--- src/rtl/sdiv_pkg.sv ---
// Shared types and constants for the signed 8-by-4 sequential divider.
package sdiv_pkg;

   localparam int unsigned DVD_W = 8;
   localparam int unsigned DVS_W = 4;
   localparam int unsigned ITER  = 8;
   localparam int unsigned PR_W  = DVS_W + 1;
   localparam int unsigned CNT_W = $clog2(ITER);

   typedef enum logic [1:0] {
      IDLE = 2'd0,
      CALC = 2'd1,
      FIX  = 2'd2
   } state_t;

   // Magnitude of a two's-complement dividend; -128 maps to 128 (fits unsigned).
   function automatic logic [DVD_W-1:0] mag_dvd(input logic [DVD_W-1:0] v);
      return v[DVD_W-1] ? DVD_W'(~v + 1'b1) : v;
   endfunction

   // Magnitude of a two's-complement divisor; -8 maps to 8.
   function automatic logic [DVS_W-1:0] mag_dvs(input logic [DVS_W-1:0] v);
      return v[DVS_W-1] ? DVS_W'(~v + 1'b1) : v;
   endfunction

endpackage

--- src/rtl/sdiv_step.sv ---
// One restoring shift-subtract iteration on unsigned magnitudes.
module sdiv_step
   import sdiv_pkg::*;
(
   input  logic [PR_W-1:0]  i_pr,
   input  logic [DVS_W-1:0] i_dvs,
   input  logic             i_bit,
   output logic [PR_W-1:0]  o_pr,
   output logic             o_qbit
);

   localparam int unsigned WW = PR_W + 1;

   logic [WW-1:0] w_shift;

   // Shift in the next dividend bit; subtract the divisor when it fits.
   always_comb begin
      w_shift = {i_pr, i_bit};
      o_qbit  = (w_shift >= WW'(i_dvs));
      o_pr    = o_qbit ? PR_W'(w_shift - WW'(i_dvs)) : PR_W'(w_shift);
   end

endmodule

--- src/rtl/sdiv_s8by4.sv ---
// Signed 8-bit by 4-bit sequential restoring divider, truncating toward zero.
// Optional divide-by-zero short-cut enabled by defining SDIV_DBZ_DET_EN.
module sdiv_s8by4
   import sdiv_pkg::*;
(
   input  logic             clk,
   input  logic             rst,
   input  logic             start,
   input  logic [DVD_W-1:0] a,
   input  logic [DVS_W-1:0] b,
   output logic             busy,
   output logic             done,
   output logic [DVD_W-1:0] quot,
   output logic [DVS_W-1:0] rem,
   output logic             ovf,
   output logic             dbz
);

   state_t             r_state;
   state_t             w_next;
   logic [CNT_W-1:0]   r_cnt;
   logic [DVD_W-1:0]   r_dvd;     // dividend bits shift out, quotient bits shift in
   logic [DVS_W-1:0]   r_dvs;
   logic [PR_W-1:0]    r_pr;
   logic               r_sa;
   logic               r_sb;
   logic               r_busy;
   logic               r_done;
   logic [DVD_W-1:0]   r_quot;
   logic [DVS_W-1:0]   r_rem;
   logic               r_ovf;
   logic               r_dbz;
`ifdef SDIV_DBZ_DET_EN
   logic               r_zero;
`endif

   logic [PR_W-1:0]    w_pr;
   logic               w_qbit;
   logic [DVD_W-1:0]   w_quot_s;
   logic [DVS_W-1:0]   w_rem_s;
   logic               w_ovf;

   sdiv_step u_step (
      .i_pr   (r_pr),
      .i_dvs  (r_dvs),
      .i_bit  (r_dvd[DVD_W-1]),
      .o_pr   (w_pr),
      .o_qbit (w_qbit)
   );

   // Sign fix-up: quotient takes sign(a)^sign(b), remainder takes sign(a).
   always_comb begin
      w_quot_s = (r_sa ^ r_sb) ? DVD_W'(~r_dvd + 1'b1) : r_dvd;
      w_rem_s  = r_sa ? DVS_W'(~r_pr[DVS_W-1:0] + 1'b1) : r_pr[DVS_W-1:0];
      w_ovf    = r_sa & r_sb & (r_dvs == DVS_W'(1)) & (r_dvd == DVD_W'(8'h80));
   end

   // State register.
   always_ff @(posedge clk or posedge rst) begin
      if (rst) r_state <= IDLE;
      else     r_state <= w_next;
   end

   // Next-state logic.
   always_comb begin
      w_next = r_state;
      case (r_state)
         IDLE: begin
            if (start) begin
`ifdef SDIV_DBZ_DET_EN
               w_next = (b == '0) ? FIX : CALC;
`else
               w_next = CALC;
`endif
            end
         end
         CALC:    if (r_cnt == '0) w_next = FIX;
         FIX:     w_next = IDLE;
         default: w_next = IDLE;
      endcase
   end

   // Operand capture, iteration datapath and registered results.
   always_ff @(posedge clk or posedge rst) begin
      if (rst) begin
         r_cnt  <= '0;
         r_dvd  <= '0;
         r_dvs  <= '0;
         r_pr   <= '0;
         r_sa   <= 1'b0;
         r_sb   <= 1'b0;
         r_busy <= 1'b0;
         r_done <= 1'b0;
         r_quot <= '0;
         r_rem  <= '0;
         r_ovf  <= 1'b0;
         r_dbz  <= 1'b0;
`ifdef SDIV_DBZ_DET_EN
         r_zero <= 1'b0;
`endif
      end else begin
         r_busy <= (w_next != IDLE);
         r_done <= 1'b0;
         case (r_state)
            IDLE: begin
               if (start) begin
                  r_dvd <= mag_dvd(a);
                  r_dvs <= mag_dvs(b);
                  r_sa  <= a[DVD_W-1];
                  r_sb  <= b[DVS_W-1];
                  r_pr  <= '0;
                  r_cnt <= CNT_W'(ITER - 1);
`ifdef SDIV_DBZ_DET_EN
                  r_zero <= (b == '0);
`endif
               end
            end
            CALC: begin
               r_dvd <= {r_dvd[DVD_W-2:0], w_qbit};
               r_pr  <= w_pr;
               r_cnt <= CNT_W'(r_cnt - 1'b1);
            end
            FIX: begin
               r_done <= 1'b1;
               r_quot <= w_quot_s;
               r_rem  <= w_rem_s;
               r_ovf  <= w_ovf;
               r_dbz  <= 1'b0;
`ifdef SDIV_DBZ_DET_EN
               if (r_zero) begin
                  r_quot <= '0;
                  r_rem  <= '0;
                  r_ovf  <= 1'b0;
                  r_dbz  <= 1'b1;
               end
`endif
            end
            default: ;
         endcase
      end
   end

   assign busy = r_busy;
   assign done = r_done;
   assign quot = r_quot;
   assign rem  = r_rem;
   assign ovf  = r_ovf;
   assign dbz  = r_dbz;

endmodule

--- config.mk ---
export PLATFORM = sky130hd
export DESIGN_NAME = sdiv_s8by4
export DESIGN_NICKNAME = d
export VERILOG_FILES = /design/src/rtl/sdiv_pkg.sv /design/src/rtl/sdiv_step.sv /design/src/rtl/sdiv_s8by4.sv
export SDC_FILE = /design/constraint.sdc
export NUM_CORES = 1
export LEC_CHECK = 0
export BUFFER_PORTS_ARGS = -buffer_cell sky130_fd_sc_hd__buf_2
export CAP_MARGIN = 25
export CORE_MARGIN = 5
export CORE_UTILIZATION = 57
export DETAILED_ROUTE_END_ITERATION = 10
export PLACE_DENSITY = 0.9
export SLEW_MARGIN = 20
export SYNTH_ARGS = -nofsm -noshare
export SYNTH_HDL_FRONTEND = slang
export SYNTH_HIERARCHICAL = 1
export SYNTH_SLANG_ARGS = --single-unit
--- constraint.sdc ---
create_clock -name clk -period 3.35 [get_ports clk]
set_clock_uncertainty 0.1 [all_clocks]
set_input_delay 0 -clock clk [delete_from_list [all_inputs] [get_ports clk]]
set_output_delay 0 -clock clk [all_outputs]
set_load 0.01 [all_outputs]
==> summary.md, run 1 <==
| Metric | Value |
|---|---|
| Status | completed |
| Peak VDD IR | approximately 0.52 mV |
| Crit path max-delay cell type | a2111oi_4 |
| Setup_tns | 0 ns |
| Setup violators final | 0 |
| Design Power | between 2000 and 2500 uW |
| Mapped Cells | 221 |
| Critical path data arrival time | around 2.8 ns |
| Final wirelength | ~4.7 mm |
| Clk pin slew, worst setup/hold paths | ~0.08 ns |
| Die ar. | approximately 5000 sq um |
| Routed len/inst | 15.0 microns |
| Io pins | 31 |
| Critical path capture point type | flip-flop |
| Post-synth ARST share | 1.00 |
| H-tree depth | 2 |
| RSZ-0062 raised after global routing | false |
| Tmin final | approximately 2.7 ns |
| Critical-path cell list | inv_1 -> ha_1 -> inv_1 -> fa_1 -> a21o_2 -> a2111oi_4 -> inv_1 -> a22oi_1 -> o22ai_1 |
| CP Launch Type | flip-flop |
| Post-synth EDFFs | 0 |
| Slew Viols, Final | 0 |
| Antenna fix cells | 0 |
| Net switching power | 978 uW |
| CP max FO | 8 |
| Final worst-path cycle share | 0.803 |
| Starting DRC count in detailed routing | around 110 |
| Area leader, netlist | dfrtp_1 |
| Cell count after placement | around 290 |
| Syn Nets | around 250 |
| Hold Path Class | in2reg |
| Final hold vios | 0 |
| Grt ovf | 0 |
| CP required | between 3 and 4 ns |
| Die Ht | ~72 microns |
| Critical path's most frequent cell | inv_1 |
| Number of global-route vias before repair | 1678 |
| Layout area overhead | 18.0% |
| Synth top cells by count | 39 x dfrtp_1, 30 x nand2_1, 26 x o21ai_0 |
| Die W | roughly 72 microns |
| Hold_ws | ~0.023 ns |
| Largest net degree at the start of global routing | 40 |
| Share of layout cells above drive strength 1 | 0.183 |
| Switch share | 0.400 |
| Internal power | around 1500 uW |
| Worst-Margin Slew | roughly 0.79 ns |
| Worst-Skew Late Latency | around 0.30 ns |
| Buffers on Ports | 29 |
| PD cells | 953 nW/um^2 |
| Via/cell ratio | between 5 and 6 |
| Row cnt | 22 |
| Ys Warns | 6 |
| Routed Antenna Nets | 0 |
| Clock power share | 0.168 |
| CTS Buf Count | 5 |
| First-pass GRT wire length | 7.91 mm |
| Crit path largest cell delay | around 0.55 ns |
| Initial antenna violation count | 0 |
| Register area share after synthesis | 0.449 |
| CTS resizes | 0 |
| Root buffer cell | clkbuf_8 |
| # DRC | 0 |
| Pleak | roughly 0.0013 uW |
| Post-synth cell types | between 40 and 50 |
| Comb power frac | 0.473 |
| Core ar. | between 3000 and 4000 sq um |
| Final nets | between 200 and 300 |
| Area contributors post-synth | dfrtp_1 45%, ha_1 6.3%, o21ai_0 6.0% |
| Global Route Usage Sum | 0.200 |
| Setup bufs post-CTS | 0 |
| Layout fillers | approximately 280 |
| Drt pass-1 iters | 4 |
| Gpl congestion | ~0.84 |
| CTS tree | built |
| Max Cap Violations | 0 |
| #FFs+latches synth | 39 |
| Mean post-synth cell area | 9.84 sq um |
| F_max | between 300 and 400 MHz |
| Clock tree buffer depth | 2 |
| Initial Util | 0.590 |
| Area share of the largest cell type after synthesis | 0.449 |
| Ys flop type | dfrtp_1 |
| Sequential Power Share | 0.359 |
| Most instantiated library cell after synthesis | dfrtp_1 |
| Fin cells | 310 |
| Crit Path Class | reg2reg |
| Relative slew margins | 0.475 |
| Mapped Area | 2170 sq um |
| Via count | ~1700 |
| Sink Count | 39 |
| DP HPWL | roughly 3.0 mm |
[worst paths after layout]
kind | from | endpoint | slack (ns) | cells after the start
max in group asynchronous | rst | r_dvs[3] | 2.57 | 4
min | a[1] | r_dvd[3] | 0.02 | 4
min reg2reg | rem[3] | rem[3] | 0.38 | 2
max | r_dvd[7] | r_dvd[0] | 0.66 | 9
min in group asynchronous | rst | rem[0] | 0.24 | 4
max reg2reg | r_dvd[7] | r_dvd[0] | 0.66 | 9
[flip-flops by register name, summed over array words and instances, names as in the netlist]
name     flops
busy         1
done         1
ovf          1
quot         8
r_cnt        3
r_dvd        8
r_dvs        4
r_pr         5
r_sa         1
r_sb         1
r_state      2
rem          4
[timing repair]
action,CTS,global route
hold buffers,12,0
endpoints found under the hold margin,50,0
endpoints found under the setup margin,0,0
[routing by layer]
layer  track usage  wire length [microns]  up-vias
met5             0                      0        -
met4        0.0668                     94        0
met3        0.0589                    294       12
met2         0.328                   2270       55
met1         0.252                   2000      801
li1              -                      -      842
[cell usage in the layout, fill, tap and decap left out, drive strengths merged, types with 2 or more instances in the layout]
cell type	instances
nand3	2
clkbuf	6
a22o	3
buf	31
dfrtp	39
nand2b	2
nand2	30
ha	11
nor2b	6
a21oi	6
mux2i	4
a21o	2
o31ai	5
xnor2	5
xor2	11
nor2	6
inv	22
dlygate4sd3	12
o22ai	3
or3b	2
a22oi	8
o21ai	27
or4	2
[worst max-delay path: cells and delay by family, from the launching register on]
| kind | cells | cell delay, ns |
|---|---|---|
| flops | 1 | 0.44 |
| buf+inv | 3 | 0.29 |
| compound gates | 4 | 1.21 |
| fa+ha+maj | 2 | 0.53 |
[per-stage QoR]
stage	instance area (sq um)	worst slack [ns]	util
after floorplan	2170	0.940	-
after global placement	2320	0.820	0.629
after detailed placement	2320	0.768	0.629
after CTS	2560	0.674	0.693
after global routing	2560	0.535	0.695
final	2560	0.661	0.695
[cells by family after synthesis]
logic type	Yosys count	synth area share
buffers and inverters	32	0.0690
AND/OR/NAND/NOR	57	0.132
adder cells (fa/ha/maj)	12	0.0725
flip-flops	39	0.449
XOR/XNOR	16	0.0644
AO/OA/AOI/OAI	59	0.186
multiplexers	5	0.0253
other	1	0.00172
[power groups by stage]
stage               Combinational [uW]  Clock (uW)  Sequential, uW
CTS                               1150         415             872
global placement                  1070           0             866
detailed placement                1120           0             879
global route                      1310         436             904
floorplan                          901           0             840
finish                            1160         411             877
[cell type report]
cell class                 instances  area (sq um)  share of cell area
clock buffer                       6          82.6              0.0322
clock inverter                     2          35.0              0.0137
inverter                          22          82.6              0.0322
multi-input combinational        150          1050               0.409
sequential                        39           976               0.380
tap                               48          60.1              0.0234
timing repair buffer              43           280               0.109
Note: power is estimated with default switching activity, not from simulation.
==> run 2: changes to the inputs <==
--- a/config.mk
+++ b/config.mk
@@ -8,9 +8,9 @@
 export BUFFER_PORTS_ARGS = -buffer_cell sky130_fd_sc_hd__buf_2
 export CAP_MARGIN = 25
 export CORE_MARGIN = 5
-export CORE_UTILIZATION = 57
+export CORE_UTILIZATION = 51
 export DETAILED_ROUTE_END_ITERATION = 10
-export PLACE_DENSITY = 0.9
+export PLACE_DENSITY = 0.86
 export SLEW_MARGIN = 20
 export SYNTH_ARGS = -nofsm -noshare
 export SYNTH_HDL_FRONTEND = slang
==> constraint.sdc (replaced) <==
create_clock -name clk -period 2.35 [get_ports clk]
set_clock_uncertainty 0.1 [all_clocks]
set_input_delay 0 -clock clk [delete_from_list [all_inputs] [get_ports clk]]
set_output_delay 0 -clock clk [all_outputs]
set_load 0.01 [all_outputs]
==> run 2 against run 1 <==
Sequential power rose by 41%; core utilization fell by 5.2 points; die area rose by 10%; non-clock buffer count rose by 9; combinational power rose by 53%; worst hold slack got worse by 0.0018 ns; first-iteration DRC count fell by 7.3%; wire length fell by 5.2%; register-to-register slack got worse by 0.64 ns.
==> summary.md, run 2 (synthesis gave the netlist of run 1 again) <==
| Metric | Value |
|---|---|
| PD cells | 1320 nW/um^2 (was 953 nW/um^2) |
| Largest net degree at the start of global routing | 40 (unchanged) |
| Die Ht | 75.3 microns (was 71.8 microns) |
| Drt pass-1 iters | 4 (unchanged) |
| Worst-Margin Slew | 0.791 ns (was 0.788 ns) |
| Core ar. | 4060 sq um (was 3690 sq um) |
| Slew Viols, Final | 0 (unchanged) |
| # DRC | 0 (unchanged) |
| Final worst-path cycle share | 0.991 (was 0.803) |
| Layout area overhead | 20.1% (was 18.0%) |
| Die W | 75.3 microns (was 71.8 microns) |
| Hold path startpoint | a[1] (unchanged) |
| Top Metal Used | met4 (unchanged) |
| Critical path data arrival time | 2.40 ns (was 2.76 ns) |
| Gpl congestion | 0.785 (was 0.842) |
| Critical path capture point type | flip-flop (unchanged) |
| Setup violators final | 0 (unchanged) |
| Status | completed (unchanged) |
| CP required | 2.42 ns (was 3.42 ns) |
| Tmin final | 2.33 ns (was 2.69 ns) |
| Multi-input gate area | 1060 sq um (was 1050 sq um) |
| Worst R2R Start | r_dvd[7] (unchanged) |
| Clock tree buffer depth | 2 (unchanged) |
| Clock power share | 0.126 (was 0.168) |
| Relative slew margins | 0.472 (was 0.475) |
| Routed len/inst | 13.8 microns (was 15.0 microns) |
| Crit Path Class | reg2reg (unchanged) |
| Root buffer cell | clkbuf_8 (unchanged) |
| Pleak | 0.00129 uW (was 0.00127 uW) |
| Worst-Skew Late Latency | 0.29 ns (was 0.30 ns) |
| Clk pin slew, worst setup/hold paths | 0.07 ns (was 0.08 ns) |
| Most common cell after layout, fill and taps aside | dfrtp_1 (unchanged) |
| Peak VDD IR | 0.558 mV (was 0.524 mV) |
| RSZ-0062 raised after global routing | true (was false) |
| Most frequent cells in the layout | 39 x dfrtp_1, 30 x nand2_1, 29 x buf_2 (unchanged) |
| Post-layout util | 0.644 (was 0.695) |
| CP max FO | 3 (was 8) |
| DP HPWL | 3.15 mm (was 3.05 mm) |
| Initial antenna violation count | 0 (unchanged) |
| CP Launch Type | flip-flop (unchanged) |
| Layout fillers | 333 (was 282) |
| Via/cell ratio | 5.31 (was 5.52) |
| Met1 wire length | 2.06 mm (was 2.00 mm) |
| F_max | 430 MHz (was 372 MHz) |
| Io pins | 31 (unchanged) |
| Final wirelength | 4.42 mm (was 4.67 mm) |
| Hold path endpoint | r_dvd[3] (unchanged) |
| R2R depth | 10 (was 9) |
| Routed Antenna Nets | 0 (unchanged) |
| Met2 wire len | 2.05 mm (was 2.27 mm) |
| CTS tree | built (unchanged) |
| Sink Count | 39 (unchanged) |
| Flop-to-flop setup slack | 0.02 ns (was 0.66 ns) |
| Initial Util | 0.536 (was 0.590) |
| Number of global-route vias before repair | 1695 (was 1678) |
| First-pass GRT wire length | 7.58 mm (was 7.91 mm) |
| Net switching power | 1390 uW (was 978 uW) |
| Buffers on Ports | 29 (unchanged) |
| Comb power frac | 0.516 (was 0.473) |
| Via count | 1705 (was 1710) |
| Worst reg2reg path endpoint | r_pr[1] (was r_dvd[0]) |
| H-tree depth | 2 (unchanged) |
| Final nets | 297 (was 288) |
| Grt ovf | 0 (unchanged) |
| Hold Path Class | in2reg (unchanged) |
| Sequential Power Share | 0.358 (was 0.359) |
| Global Route Usage Sum | 0.178 (was 0.200) |
| Design Power | 3460 uW (was 2440 uW) |
| Die ar. | 5670 sq um (was 5150 sq um) |
| Storage cell area | 976 sq um (unchanged) |
| Final hold vios | 0 (unchanged) |
| Max Cap Violations | 0 (unchanged) |
| Met3 WL | 232 microns (was 294 microns) |
| CTS Buf Count | 5 (unchanged) |
| Switch share | 0.401 (was 0.400) |
| Min-Delay Path Depth | 4 (unchanged) |
| Starting DRC count in detailed routing | 101 (was 109) |
| Internal power | 2070 uW (was 1470 uW) |
| Share of layout cells above drive strength 1 | 0.203 (was 0.183) |
| Antenna fix cells | 0 (unchanged) |
| Row cnt | 23 (was 22) |
-- run 2: what timing repair did --
action,in CTS,in global routing
pin swaps,0,1
hold buffers,14,0
setup buffers,2,0
gates resized for setup,1,5
hold endpoints to repair,51,0
endpoints found under the setup margin,1,4
-- run 2: worst max-delay path: stages (launching register included) --
cell       delay, ns
dfrtp_1         0.38
inv_1           0.06
ha_1            0.14
inv_2           0.05
fa_2            0.37
a21o_4          0.22
a2111oi_4       0.28
buf_4           0.18
mux2_4          0.29
nand2_1         0.06
o21ai_1         0.07
-- run 2: worst max path at each step --
stage / start / to / slack (ns) / cells past startpoint
after detailed placement: r_dvd[7] / r_pr[1] / -0.07 / 10
final: r_dvd[7] / r_pr[1] / 0.02 / 10
after global routing: r_dvd[7] / r_pr[2] / -0.04 / 10
after global placement: r_dvd[7] / r_pr[1] / 0.04 / 10
after floorplan: r_dvd[7] / r_pr[1] / 0.01 / 9
after CTS: r_dvd[7] / r_pr[1] / 0.03 / 10
-- run 2: per-layer routing --
layer	global-route usage	vias up
met5	0	-
met1	0.232	811
met2	0.287	40
met4	0.0777	0
met3	0.0369	7
li1	-	847
-- run 2: power by group through the flow --
stage | Combinational (uW) | Sequential, uW | Clock [uW]
3_3_place_gp | 1610 | 1220 | 0
6_report | 1780 | 1240 | 436
2_1_floorplan | 1280 | 1200 | 0
4_1_cts | 1750 | 1230 | 447
5_1_grt | 2010 | 1270 | 469
3_5_place_dp | 1690 | 1250 | 0
-- run 2: metrics by stage --
stage	cell area, sq um	hold WS [ns]	setup WS, ns	std cells	TNS [ns]
floorplan	2170	0.00544	0.0145	221	0
global placement	2370	0.0332	0.0396	297	0
detailed placement	2370	0.0394	-0.0655	297	-0.0655
CTS	2610	0.0223	0.0266	321	0
global route	2610	0.0484	-0.0408	321	-0.115
finish	2610	0.0211	0.0221	321	0
-- run 2: area by class of cell --
cell class,count,area share
well taps,50,0.0239
repair buffers,52,0.135
clock buffers,7,0.0292
inverters,22,0.0316
clock inverters,1,0.00192
flip-flops and latches,39,0.374
multi-input cells,150,0.405
==> run 3: changes to the inputs <==
--- a/config.mk
+++ b/config.mk
@@ -8,9 +8,9 @@
 export BUFFER_PORTS_ARGS = -buffer_cell sky130_fd_sc_hd__buf_2
 export CAP_MARGIN = 25
 export CORE_MARGIN = 5
-export CORE_UTILIZATION = 51
+export CORE_UTILIZATION = 25
 export DETAILED_ROUTE_END_ITERATION = 10
-export PLACE_DENSITY = 0.86
+export PLACE_DENSITY = 0.54
 export SLEW_MARGIN = 20
 export SYNTH_ARGS = -nofsm -noshare
 export SYNTH_HDL_FRONTEND = slang
==> run 3 against run 2 <==
Worst hold slack gained 0.013 ns; largest cell class unchanged; wire length grew 4.8%; power increased by 4.7%; clock power grew 55%.
==> summary.md, run 3 (synthesis gave the netlist of run 1 again) <==
| Metric | Value |
|---|---|
| Die W | 103 microns (was 75.3 microns) |
| Die Ht | 103 microns (was 75.3 microns) |
| R2R depth | 10 (unchanged) |
| Max Cap Violations | 0 (unchanged) |
| Crit Path Class | reg2reg (unchanged) |
| Die ar. | 10700 sq um (was 5670 sq um) |
| Pleak | 0.00131 uW (was 0.00129 uW) |
| Critical path data arrival time | 2.39 ns (was 2.40 ns) |
| Drt pass-1 iters | 5 (was 4) |
| Initial antenna violation count | 0 (unchanged) |
| RSZ-0062 raised after global routing | true (unchanged) |
| Hold_ws | 0.0337 ns (was 0.0211 ns) |
| Status | completed (unchanged) |
| Final hold vios | 0 (unchanged) |
| Sink Count | 39 (unchanged) |
| Worst R2R Start | r_dvd[7] (unchanged) |
| Global Route Usage Sum | 0.0947 (was 0.178) |
| Slew Viols, Final | 0 (unchanged) |
| Worst reg2reg path endpoint | r_pr[1] (unchanged) |
| Met1 Usage GRT | 0.134 (was 0.232) |
| Comb power frac | 0.477 (was 0.516) |
| CP max FO | 8 (was 3) |
| Largest net degree at the start of global routing | 40 (unchanged) |
| Number of global-route vias before repair | 1669 (was 1695) |
| Relative slew margins | 0.474 (was 0.472) |
| # DRC | 0 (unchanged) |
| Routed len/inst | 12.2 microns (was 13.8 microns) |
| Worst-Margin Slew | 0.789 ns (was 0.791 ns) |
| Met2 usage | 0.138 (was 0.287) |
| GR Util met3 | 0.0255 (was 0.0369) |
| Net switching power | 1370 uW (was 1390 uW) |
| CP Launch Type | flip-flop (unchanged) |
| Peak VDD IR | 0.404 mV (was 0.558 mV) |
| Internal power | 2250 uW (was 2070 uW) |
| F_max | 434 MHz (was 430 MHz) |
| Crit path to | r_pr[1] (unchanged) |
| Gr busiest metal | met2 (unchanged) |
| Setup bufs post-CTS | 0 (was 2) |
| Via count | 1689 (was 1705) |
| Clk pin slew, worst setup/hold paths | 0.09 ns (was 0.07 ns) |
| Grt ovf | 0 (unchanged) |
| Starting DRC count in detailed routing | 86 (was 101) |
| Most frequent cells in the layout | 39 x dfrtp_1, 30 x nand2_1, 29 x buf_2 (unchanged) |
| PD cells | 1320 nW/um^2 (about the same) |
| Most common cell after layout, fill and taps aside | dfrtp_1 (unchanged) |
| Antenna fix cells | 0 (unchanged) |
| Final worst-path cycle share | 0.981 (was 0.991) |
| Buffers on Ports | 29 (unchanged) |
| H-tree depth | 2 (unchanged) |
| Tmin final | 2.31 ns (was 2.33 ns) |
| Via/cell ratio | 4.46 (was 5.31) |
| Sequential Power Share | 0.336 (was 0.358) |
| CTS Buf Count | 5 (unchanged) |
| Final wirelength | 4.63 mm (was 4.42 mm) |
| Share of layout cells above drive strength 1 | 0.207 (was 0.203) |
| CP required | 2.43 ns (was 2.42 ns) |
| Layout area overhead | 25.7% (was 20.1%) |
| Io pins | 31 (unchanged) |
| Critical path capture point type | flip-flop (unchanged) |
| Setup violators final | 0 (unchanged) |
| Hold Path Class | in2reg (unchanged) |
| Final nets | 297 (unchanged) |
| Clock power share | 0.187 (was 0.126) |
| Row cnt | 34 (was 23) |
| Flop-to-flop setup slack | 0.04 ns (was 0.02 ns) |
| Beginning of the critical path | r_dvd[7] (unchanged) |
| CTS tree | built (unchanged) |
| Gpl congestion | 0.761 (was 0.785) |
| Core ar. | 8590 sq um (was 4060 sq um) |
| Switch share | 0.379 (was 0.401) |
| Root buffer cell | clkbuf_8 (unchanged) |
| Routed Antenna Nets | 0 (unchanged) |
| Worst-Skew Late Latency | 0.29 ns (about the same) |
| Initial Util | 0.253 (was 0.536) |
| Design Power | 3620 uW (was 3460 uW) |
| Clock tree buffer depth | 2 (unchanged) |
| First-pass GRT wire length | 7.92 mm (was 7.58 mm) |
| DP HPWL | 3.46 mm (was 3.15 mm) |
-- run 3: changes by cell type in the layout (fill, tap and decap cells not counted), moves of 2 or more --
cell,before,now
bufinv_16,0,2
clkbuf_1,2,0
o21ai_0,23,26
o21ai_1,4,1
-- run 3: how the worst min path moves through the flow --
stage / start / end / slack [ns] / depth (start not counted)
final: a[1] / r_dvd[3] / 0.03 / 4
after global routing: a[1] / r_dvd[3] / 0.06 / 4
after global placement: rst / rem[1] / 0.05 / 3
after floorplan: b[3] / r_sb / 0.005 / 2
after CTS: a[1] / r_dvd[3] / 0.03 / 4
after detailed placement: rst / done / 0.06 / 3
-- run 3: through the flow --
stage                     setup TNS [ns]  setup slack [ns]   util  cells  area [sq um]
final                                  0            0.0435  0.318    379          2730
after global routing             -0.0541           -0.0541  0.318    379          2730
after CTS                              0            0.0439  0.318    379          2730
after detailed placement         -0.0339           -0.0339  0.286    357          2450
after global placement                 0            0.0199  0.286    357          2450
after floorplan                        0            0.0145      -    221          2170
-- run 3: timing repair --
| action | 4_1_cts | 5_1_grt |
|---|---|---|
| hold buffers | 14 | 0 |
| pin swaps | 0 | 0 |
| setup endpoints to repair | 1 | 1 |
| endpoints found under the hold margin | 51 | 0 |
| gates resized for setup | 1 | 0 |
-- run 3: layout make-up --
class	count	area, sq um
fill	931	5860
multi-input combinational	150	1050
sequential	39	976
timing repair buffer	52	353
tap	108	135
inverter	22	82.6
clock buffer	5	68.8
clock inverter	3	67.6
-- run 3: worst max-delay path: stages (launching register included) --
cell and delay [ns]:
dfrtp_1 0.38, inv_1 0.06, ha_1 0.13, inv_1 0.06, fa_2 0.35, a21o_2 0.23, a2111oi_4 0.28, buf_4 0.20
mux2_4 0.29, nand2_1 0.06, o21ai_0 0.07
-- run 3: metal layers --
layer | vias to the layer above | part of all wire
met5 | - | 0
met4 | 0 | 0.012
met3 | 6 | 0.055
met2 | 42 | 0.43
met1 | 790 | 0.51
li1 | 851 | -
-- run 3: power groups by stage --
stage	Sequential (uW)	Combinational [uW]	Clock [uW]
after CTS	1220	1750	697
after global routing	1260	1990	725
after detailed placement	1230	1730	0
after global placement	1220	1700	0
final	1210	1730	677
after floorplan	1200	1280	0
